## src/rtl/column_drawer.sv

```systemverilog
// Draws one vertical screen column as ceiling / wall / floor bands,
// emitting one VGA plot strobe per row from the top of the screen down.
module column_drawer #(
  parameter int SCREEN_W = 160,
  parameter int SCREEN_H = 120
) (
  input  logic       clock,
  input  logic       resetn,
  input  logic       start,
  input  logic [7:0] x,
  input  logic [6:0] wall_top,
  input  logic [6:0] wall_bot,
  input  logic [2:0] ceil_colour,
  input  logic [2:0] wall_colour,
  input  logic [2:0] floor_colour,
  output logic       busy,
  output logic       done,
  output logic [7:0] vga_x,
  output logic [6:0] vga_y,
  output logic [2:0] vga_colour,
  output logic       vga_write
);

  localparam logic [8:0] X_LIM    = 9'(SCREEN_W);
  localparam logic [6:0] LAST_ROW = 7'(SCREEN_H - 1);

  typedef enum logic [1:0] {IDLE, DRAW, DONE} state_t;

  state_t     state_q, state_d;
  logic [6:0] top_q, top_d;
  logic [6:0] bot_q, bot_d;
  logic [2:0] ceil_q, ceil_d;
  logic [2:0] wall_q, wall_d;
  logic [2:0] floor_q, floor_d;
  logic       busy_q, busy_d;
  logic       done_q, done_d;
  logic [7:0] vga_x_q, vga_x_d;
  logic [6:0] vga_y_q, vga_y_d;
  logic [2:0] vga_colour_q, vga_colour_d;
  logic       vga_write_q, vga_write_d;

  // Band priority: ceiling above wall_top, then wall through wall_bot, then floor.
  // An inverted wall (top > bot) falls straight through to floor.
  function automatic logic [2:0] pick(input logic [6:0] y, input logic [6:0] top,
                                      input logic [6:0] bot, input logic [2:0] c,
                                      input logic [2:0] w, input logic [2:0] f);
    if (y < top)       return c;
    else if (y <= bot) return w;
    else               return f;
  endfunction

  always_comb begin
    state_d      = state_q;
    top_d        = top_q;
    bot_d        = bot_q;
    ceil_d       = ceil_q;
    wall_d       = wall_q;
    floor_d      = floor_q;
    busy_d       = busy_q;
    done_d       = 1'b0;
    vga_x_d      = vga_x_q;
    vga_y_d      = vga_y_q;
    vga_colour_d = vga_colour_q;
    vga_write_d  = vga_write_q;

    case (state_q)
      DRAW: begin
        if (vga_y_q == LAST_ROW) begin
          state_d     = DONE;
          busy_d      = 1'b0;
          done_d      = 1'b1;
          vga_write_d = 1'b0;
        end else begin
          vga_y_d      = vga_y_q + 7'd1;
          vga_colour_d = pick(vga_y_q + 7'd1, top_q, bot_q, ceil_q, wall_q, floor_q);
        end
      end
      default: begin
        // IDLE and DONE both accept a new column; DONE without start falls back to IDLE
        state_d     = IDLE;
        busy_d      = 1'b0;
        vga_write_d = 1'b0;
        if (start) begin
          top_d   = wall_top;
          bot_d   = wall_bot;
          ceil_d  = ceil_colour;
          wall_d  = wall_colour;
          floor_d = floor_colour;
          if ({1'b0, x} < X_LIM) begin
            state_d      = DRAW;
            busy_d       = 1'b1;
            vga_write_d  = 1'b1;
            vga_x_d      = x;
            vga_y_d      = 7'd0;
            vga_colour_d = pick(7'd0, wall_top, wall_bot, ceil_colour, wall_colour,
                                floor_colour);
          end else begin
            state_d = DONE;
            done_d  = 1'b1;
          end
        end
      end
    endcase
  end

  always_ff @(posedge clock) begin
    if (!resetn) begin
      state_q      <= IDLE;
      top_q        <= '0;
      bot_q        <= '0;
      ceil_q       <= '0;
      wall_q       <= '0;
      floor_q      <= '0;
      busy_q       <= 1'b0;
      done_q       <= 1'b0;
      vga_x_q      <= '0;
      vga_y_q      <= '0;
      vga_colour_q <= '0;
      vga_write_q  <= 1'b0;
    end else begin
      state_q      <= state_d;
      top_q        <= top_d;
      bot_q        <= bot_d;
      ceil_q       <= ceil_d;
      wall_q       <= wall_d;
      floor_q      <= floor_d;
      busy_q       <= busy_d;
      done_q       <= done_d;
      vga_x_q      <= vga_x_d;
      vga_y_q      <= vga_y_d;
      vga_colour_q <= vga_colour_d;
      vga_write_q  <= vga_write_d;
    end
  end

  assign busy       = busy_q;
  assign done       = done_q;
  assign vga_x      = vga_x_q;
  assign vga_y      = vga_y_q;
  assign vga_colour = vga_colour_q;
  assign vga_write  = vga_write_q;

endmodule

```

## config.mk

```make
export PLATFORM = sky130hd
export DESIGN_NAME = column_drawer
export DESIGN_NICKNAME = d
export VERILOG_FILES = /design/src/rtl/column_drawer.sv
export SDC_FILE = /design/constraint.sdc
export NUM_CORES = 1
export LEC_CHECK = 0
export CAP_MARGIN = 20
export CORE_UTILIZATION = 49
export DETAILED_ROUTE_END_ITERATION = 7
export PLACE_DENSITY_LB_ADDON = 0.25
export SYNTH_ARGS = -nofsm -noshare
export SYNTH_HDL_FRONTEND = slang
export SYNTH_SLANG_ARGS = --single-unit
export TNS_END_PERCENT = 100
```

## constraint.sdc

```tcl
create_clock -name clock -period 3.4 [get_ports clock]
set_input_delay 0.34 -clock clock [delete_from_list [all_inputs] [get_ports clock]]
set_output_delay 0.34 -clock clock [all_outputs]
set_load 0.005 [all_outputs]
```

# After elaboration in Yosys (flattened, before gate mapping)
# Cells that the tools add are included.
dict set report op_classes {
  addsub 1
  n_mul 0
  n_div 0
  n_lt_le_gt_ge 5
  n_eq_ne 4
  shift 0
  mux 24
  bitwise 1
  n_reduce_logical 5
}
# cell n
set ops {}
lappend ops {{two-way mux 7 bit} 4}
lappend ops {{two-way mux 3 bit} 8}
lappend ops {{less-than comparator 8 bit (second input constant)} 1}
lappend ops {{two-way mux 1 bit} 8}
lappend ops {{two-way mux 2 bit} 4}
lappend ops {{adder 7 x 1 -> 7 bit (second input constant)} 1}
lappend ops {{equality test 7 bit (second input constant)} 1}
lappend ops {{<= comparator 1 x 7 -> 1 bit (first input constant)} 1}
lappend ops {{<= comparator 7 bit} 1}
lappend ops {{less-than comparator 1 x 7 -> 1 bit (first input constant)} 1}
lappend ops {{less-than comparator 7 bit} 1}
lappend ops {{AND reduction 3 bit} 2}
lappend ops {{inequality test 2 bit (second input constant)} 2}
lappend ops {{nonzero test 2 bit} 2}
lappend ops {{equality test 2 x 1 -> 1 bit (second input constant)} 1}
lappend ops {{AND reduction 2 bit} 1}
lappend ops {{NOT 1 bit} 1}
dict set report word_totals {
  ff_bits 45
  latch_bits 0
  mem_bits_rw 0
  mem_bits_ro 0
  in_bits 34
  output_inout_bits 21
  n_memories 0
}

# Depth between registers and ports, before layout
# Gate-level depths: netlist of run 1.
dict set report logic_depth {
  word_depth 6
  depth_mapped 10
}

# Worst setup path after synthesis of run 1
# Ideal clock, no wire load.
dict set report synth_timing {
  path_type {register to register}
  startpoint {register vga_y_q[0] (netlist: vga_y[0])}
  endpoint {register vga_colour_q[2] (netlist: vga_colour[2])}
  setup_ns 0.129
  arrival_ns 2.304
  required_time_ns 3.271
  path_slack_ns 0.966
  stages_incl_launch_ff 11
  n_path_buf 0
  path_cell_list {dfxtp_1 ha_1 nand3_1 nor2_1 xor2_1 ha_1 a21oi_1 o21ai_0 o21ai_0 mux2i_1 a22oi_1}
}
dict set report synth_via {
  elab_chain_len 6
  elab_cells_between_ends 10
  classes_between {1 x add/sub; 2 x order compare; 2 x eq/ne; 4 x mux; 1 x reduce/logical}
}
# item line
set synth_lines {}
lappend synth_lines {{start, declared} 38} ;# logic [6:0] vga_y_q, vga_y_d;
lappend synth_lines {{start signal, assigned} 130} ;# vga_y_q <= vga_y_d;
lappend synth_lines {{adder 7 x 1 -> 7 bit} 75} ;# vga_colour_d = pick(vga_y_q + 7'd1, top_q, bot_q, ceil_q, wall_q, floor_q);
lappend synth_lines {{<= comparator 7 bit} 48} ;# else if (y <= bot) return w;
lappend synth_lines {{two-way mux 3 bit} 48}
lappend synth_lines {{two-way mux 3 bit} 47} ;# if (y < top) return c;
lappend synth_lines {{two-way mux 3 bit} 68} ;# if (vga_y_q == LAST_ROW) begin
lappend synth_lines {{two-way mux 3 bit} 66} ;# case (state_q)
lappend synth_lines {{end signal, assigned} 131} ;# vga_colour_q <= vga_colour_d;
lappend synth_lines {{end, declared} 39} ;# logic [2:0] vga_colour_q, vga_colour_d;
# Several ways; a longest one is shown, not always the timed one. The select of a mux whose other input is x is not followed.
# A chain may end at the register's enable or synchronous reset.

# Final worst setup path of run 1
# Same ends and word-level chain as after synthesis.

==> results.md, run 1 <==
- Vias in the first global route: 1815
- Final Hold Fails: 0
- Starting density of the core: 52.7%
- Final nets: 375
- Cell accounting for the most synthesized area: dfxtp_1
- Pwr Density: 400 nW/um2
- Sequential share of the synthesized area: 40.3%
- Placement Rows: 23
- Yosys Warn Count: 0
- GPL Wtd Cong: 0.857
- CTS clock-pin slew for the worst setup and hold paths: 0.08 ns
- Layout cells sized above 1: 4.89%
- Adder-Cell Fraction of Synth Area: 8.01%
- Reg2Reg Setup Slack: 0.53 ns
- Met2 Wirelength: 2440 um
- Synth Flop Type: dfxtp_1
- Number of fill cells: 349
- Via Count: 2092
- CP Capture Point: vga_colour[2]$_SDFFE_PN0P_
- Mux contribution to synthesized area: 1.95%
- CTS Buf Count: 5
- GRT Total Usage: 23.9%
- Core footprint: 4140 um2
- Synth Area in Compound Gates: 20.4%
- Met3 routed WL: 268 um
- Vias per Instance: 5.55
- Setup crit start: vga_y[0]$_SDFFE_PN0P_
- Avg WL per Cell: 13.8 um
- Status: finished, final reports clean
- Tightest Pin Transition: 0.859 ns
- Pwr Total: 1.14 mW
- WP data arrival: 3.05 ns
- Clk sink count: 44
- Port Buffer Count: 54
- Kind of critical path: reg -> reg
- Routed met1 length: 2400 um
- Count of pins over their slew limit: 0
- Register bit total from synthesis: 44
- Post-DP Area: 2750 um2
- # setup viols final: 0
- R2R cell count: 10
- Post-synth top area share: 40.3%
- Setup TNS: 0 ns
- Syn Inst Count: 278
- Commonest non-fill, non-tap cell in the layout: nand2_1
- Total Wirelength: 5220 um
- Pleak: 1.08 nW
- # H-tree levels: 2
- Syn_nets: 326
- Asr flop ratio synth: 0%
- Total grt overflow: 0
- F_max: 0.348 GHz
- RSZ-0062 raised after global routing: no
- Die height: 68.8 um
- 1st-iter DRT viols: 122
- Count of cell types in the netlist: 42
- Worst skew pair latency: 0.30 ns
- Max FO, Critical Path: 7
- First-pass GRT wire length: 8310 um
- Setup crit end kind: flip-flop
- Clock Skews: 0.00614 ns
- Largest net degree at the start of global routing: 28
- Max_cap viols: 0
- PostCTS Resize Cnt: 0
- Commonest cells after routing, fill and taps aside: 66 x nand2_1, 54 x clkdlybuf4s50_1, 45 x a21oi_1
- Die Wd: 68.8 um
- Top post-synthesis cells by area: dfxtp_1 40%, nand2_1 11%, a21oi_1 10%, ha_1 8.0%, nand3_1 2.5%
- Final Cell Area: 2840 um2
- Max VDD drop: 282 uV
- Synth Area in XOR/XNOR: 2.00%
- I/O Pins: 55
- Setup bufs post-CTS: 0
- Final Cycle Share: 84.4%
- Die ar.: 4730 um2
- Initial antenna violation count: 0
- R2r startpoint: vga_y[0]$_SDFFE_PN0P_
- Post-route ant nets: 0
- Startpoint Class: flip-flop
- Avg Cell Area, Syn: 7.86 um2
- CTS Root Cell: clkbuf_8
- Synthesis-to-layout area growth: 30.1%
- Post-synth EDFFs: 0
- Final min period: 2.87 ns
- Hold_buf cts: 0
- Top Layer Used: met4
- Fraction of the mapped netlist area in simple logic gates: 22.4%
- N_diodes: 0
- First-pass detailed-route iteration total: 4
- R2R Path End: vga_colour[2]$_SDFFE_PN0P_
- Slew HR: 42.6%
- Hold Crit Class: reg -> reg
- Clock Tree Buf Depth: 2
- DRC viols: 0
- Data required time of the worst path: 3.58 ns
- Largest family of logic cells by synthesized area: simple AND/OR/NAND/NOR gates
- Post-Synthesis Cell Area: 2190 um2
- CTS tree: built
- DP Wirelength: 3920 um
## stage by stage
step	utilization, %	setup WS, ns	hold WS [ns]	cells
floorplan	-	0.967	0.433	278
global placement	66.3	0.756	0.443	370
detailed placement	66.3	0.603	0.447	370
CTS	68.6	0.566	0.458	377
global route	68.6	0.311	0.476	377
finish	68.6	0.530	0.458	377
## cell type report
class	count	area [um2]	share of cell area (%)
Timing Repair Buffer	56	556	19.5
Tap cell	50	62.6	2.20
Inverter	14	52.6	1.85
Multi-Input combinational cell	206	1200	42.1
Clock buffer	7	96.3	3.39
Sequential cell	44	881	31.0
## flip-flops by register name, summed over array words and instances (netlist names), 3 cells and up
signal / count
vga_colour: 3
top_q: 7
floor_q: 3
vga_x: 8
wall_q: 3
ceil_q: 3
vga_y: 7
bot_q: 7
## critical path, cell delays in order (launching register included)
cell and delay [ns]:
dfxtp_1 0.46, ha_1 0.29, nand3_1 0.16, nor2_1 0.15, xor2_1 0.28, ha_1 0.32, a21oi_1 0.19, o21ai_0 0.16
o21ai_0 0.40, mux2i_1 0.24, a22oi_1 0.10
## cell usage after synthesis, types with 2 or more instances
library cell  count
o21ai_0          11
and2_1            5
xnor2_1           2
nor3_1            2
a211oi_1          2
inv_1            14
xor2_1            3
a311oi_1          2
o221ai_1          2
ha_1             14
nor2_1           12
clkbuf_1         13
nand3b_1          2
nand2_1          66
mux2_2            2
nand3_1          11
a22oi_1           2
dfxtp_1          44
mux2i_1           2
a21oi_1          45
## kinds of logic after synthesis
family	count (synthesis)
XOR/XNOR	5
multiplexers	4
buffers and inverters	28
flip-flops	44
AND/OR/NAND/NOR	108
adder cells (fa/ha/maj)	14
AO/OA/AOI/OAI	75
## power breakdown
group	leakage, nW	internal (mW)	switching (mW)
combinational	0.673	0.109	0.111
clock	0.0503	0.181	0.172
sequential	0.361	0.546	0.0191
## routing by layer
| metal | GRT usage, % | vias to the layer above |
|---|---|---|
| met1 | 31.8 | 963 |
| met3 | 4.11 | 9 |
| met2 | 38.1 | 63 |
| met5 | 0 | - |
| met4 | 9.95 | 0 |
| li1 | - | 1057 |
## how the worst min path moves through the flow
stage / end / slack [ns] / depth (start not counted) / start
finish: top_q[3]$_SDFFE_PN0P_ / 0.46 / 2 / top_q[3]$_SDFFE_PN0P_
global route: bot_q[1]$_SDFFE_PN0P_ / 0.48 / 2 / bot_q[1]$_SDFFE_PN0P_
CTS: wall_q[1]$_SDFFE_PN0P_ / 0.46 / 2 / wall_q[1]$_SDFFE_PN0P_
detailed placement: wall_q[1]$_SDFFE_PN0P_ / 0.45 / 2 / wall_q[1]$_SDFFE_PN0P_
global placement: vga_x[1]$_SDFFE_PN0P_ / 0.44 / 2 / vga_x[1]$_SDFFE_PN0P_
floorplan: top_q[0]$_SDFFE_PN0P_ / 0.43 / 2 / top_q[0]$_SDFFE_PN0P_
No activity file was read; power rests on OpenSTA's default activity.
==> run 2, diff against run 1 <==
CORE_UTILIZATION = 44   (was 49)
clock period = 2.6 ns   (was 3.4 ns; I/O delays follow)
==> run 2 against run 1 <==
Final area rose by 3.3%; register-to-register slack got worse by 0.38 ns; critical path type unchanged; largest power group unchanged; via count fell by 1.5%; global-route usage fell by 2.0 points; critical path depth did not move.
==> results.md, run 2 (synthesized netlist as in run 1, its figures left out) <==
- Status: finished, final reports clean
- Storage cell area: 881 um2
- Setup bufs post-CTS: 0
- Starting density of the core: 46.0%
- Max FO, Critical Path: 4
- Pwr Density: 493 nW/um2
- Placement Rows: 25
- I/O Pins: 55
- GR Util met1: 30.7%
- N_diodes: 0
- Commonest non-fill, non-tap cell in the layout: nand2_1
- Fin Hold WS: 0.459 ns
- Tightest Pin Transition: 0.578 ns
- CTS Root Cell: clkbuf_8
- Hold_buf cts: 0
- Port Buffer Count: 54
- DRC viols: 0
- Largest net degree at the start of global routing: 27
- Vias per Instance: 5.10
- Die ar.: 5250 um2
- Total Wirelength: 5230 um
- Synthesis-to-layout area growth: 34.3%
- R2R cell count: 10
- Count of pins over their slew limit: 0
- Reg2Reg Setup Slack: 0.15 ns
- Clock Tree Buf Depth: 2
- Max reg flops: 8
- Die Wd: 72.5 um
- Via Count: 2061
- Hold Crit Class: reg -> reg
- Total grt overflow: 0
- Final nets: 385
- First-pass detailed-route iteration total: 4
- R2r startpoint: vga_y[1]$_SDFFE_PN0P_
- R2R Path End: vga_colour[0]$_SDFFE_PN0P_
- Max VDD drop: 276 uV
- DP Wirelength: 4010 um
- Hold_sp: vga_x[4]$_SDFFE_PN0P_
- RSZ-0062 raised after global routing: no
- 1st-iter DRT viols: 112
- GRT Total Usage: 21.9%
- Commonest cells after routing, fill and taps aside: 66 x nand2_1, 54 x clkdlybuf4s50_1, 45 x a21oi_1
- WHS Path Cells: 2
- Final Cycle Share: 94.2%
- Number of fill cells: 450
- Worst skew pair latency: 0.30 ns
- Slew HR: 61.4%
- Die height: 72.5 um
- Multi-input logic area: 1210 um2
- Clock Skews: 0.00877 ns
- Met2 usage in global routing: 34.3%
- Final Hold Fails: 0
- Setup TNS: 0 ns
- Worst Hold Endpoint: vga_x[4]$_SDFFE_PN0P_
- WP data arrival: 2.65 ns
- Vias in the first global route: 1911
- Most Crowded Layer GR: met2
- Setup crit end kind: flip-flop
- Core footprint: 4750 um2
- Kind of critical path: reg -> reg
- Avg WL per Cell: 12.9 um
- Data required time of the worst path: 2.80 ns
- Startpoint Class: flip-flop
- Pleak: 1.13 nW
- # H-tree levels: 2
- Max_cap viols: 0
- Initial antenna violation count: 0
- # setup viols final: 0
- F_max: 0.408 GHz
- CTS Buf Count: 5
- Slack of the critical path: 0.152 ns
- Final min period: 2.45 ns
- GPL Wtd Cong: 0.829
- Layout cells sized above 1: 8.31%
- First-pass GRT wire length: 8850 um
- CTS clock-pin slew for the worst setup and hold paths: 0.08 ns
- Clk sink count: 44
- Pre-CTS WS: 0.0710 ns
- Pwr Total: 1.45 mW
- Post-route ant nets: 0
- CTS tree: built
- GRT met3 Usage: 4.58%
run 2: cell types whose count changed in the layout (fill, tap and decap cells not counted), sizes merged:
cell / previous run / this run
clkinv: 0 / 1
clkbuf: 7 / 5
buf: 2 / 12
clkinvlp: 0 / 1
run 2: repair_timing:
action                                  4_1_cts  5_1_grt
resized for setup                             0        3
endpoints found under the setup margin        0        3
endpoints found under the hold margin         0        0
run 2: worst max-delay path by stage:
stage	startpoint	to
2_1_floorplan	vga_y[0]$_SDFFE_PN0P_	vga_colour[2]$_SDFFE_PN0P_
3_3_place_gp	vga_y[1]$_SDFFE_PN0P_	vga_colour[2]$_SDFFE_PN0P_
3_5_place_dp	vga_y[1]$_SDFFE_PN0P_	vga_colour[2]$_SDFFE_PN0P_
4_1_cts	vga_y[1]$_SDFFE_PN0P_	vga_colour[2]$_SDFFE_PN0P_
5_1_grt	vga_y[1]$_SDFFE_PN0P_	vga_colour[2]$_SDFFE_PN0P_
6_report	vga_y[1]$_SDFFE_PN0P_	vga_colour[0]$_SDFFE_PN0P_
run 2: report_power, final:
| part | switching (mW) | leakage, nW | internal, mW |
|---|---|---|---|
| clock network | 0.227 | 0.0400 | 0.182 |
| registers | 0.0232 | 0.361 | 0.714 |
| logic | 0.149 | 0.734 | 0.151 |
run 2: metrics by stage:
stage | utilization (%) | instance area [um2] | std cells
floorplan | - | 2190 | 278
global placement | 59.8 | 2840 | 397
detailed placement | 59.8 | 2840 | 397
CTS | 61.5 | 2930 | 404
global route | 61.8 | 2940 | 404
finish | 61.8 | 2940 | 404
run 2: cell type report:
class                   instances  share of cell area, %
multi-input cells             206                   41.1
inverters                      14                   1.79
clock buffers                   5                   2.34
clock inverters                 2                  0.426
well taps                      67                   2.85
flip-flops and latches         44                   30.0
repair buffers                 66                   21.5
run 2: per-layer routing:
layer | vias up | wire [um]
met2 | 41 | 2400
met1 | 939 | 2570
met5 | - | 0
met3 | 7 | 194
met4 | 0 | 57
li1 | 1074 | -
run 2: critical path: stages (launching register included):
cell and delay (ns):
dfxtp_1 0.39, ha_1 0.20, buf_4 0.14, nand3_1 0.11, xnor2_2 0.18, ha_1 0.30
nand4_1 0.14, or2_2 0.35, a32oi_1 0.21, a211oi_1 0.11, o221a_1 0.21
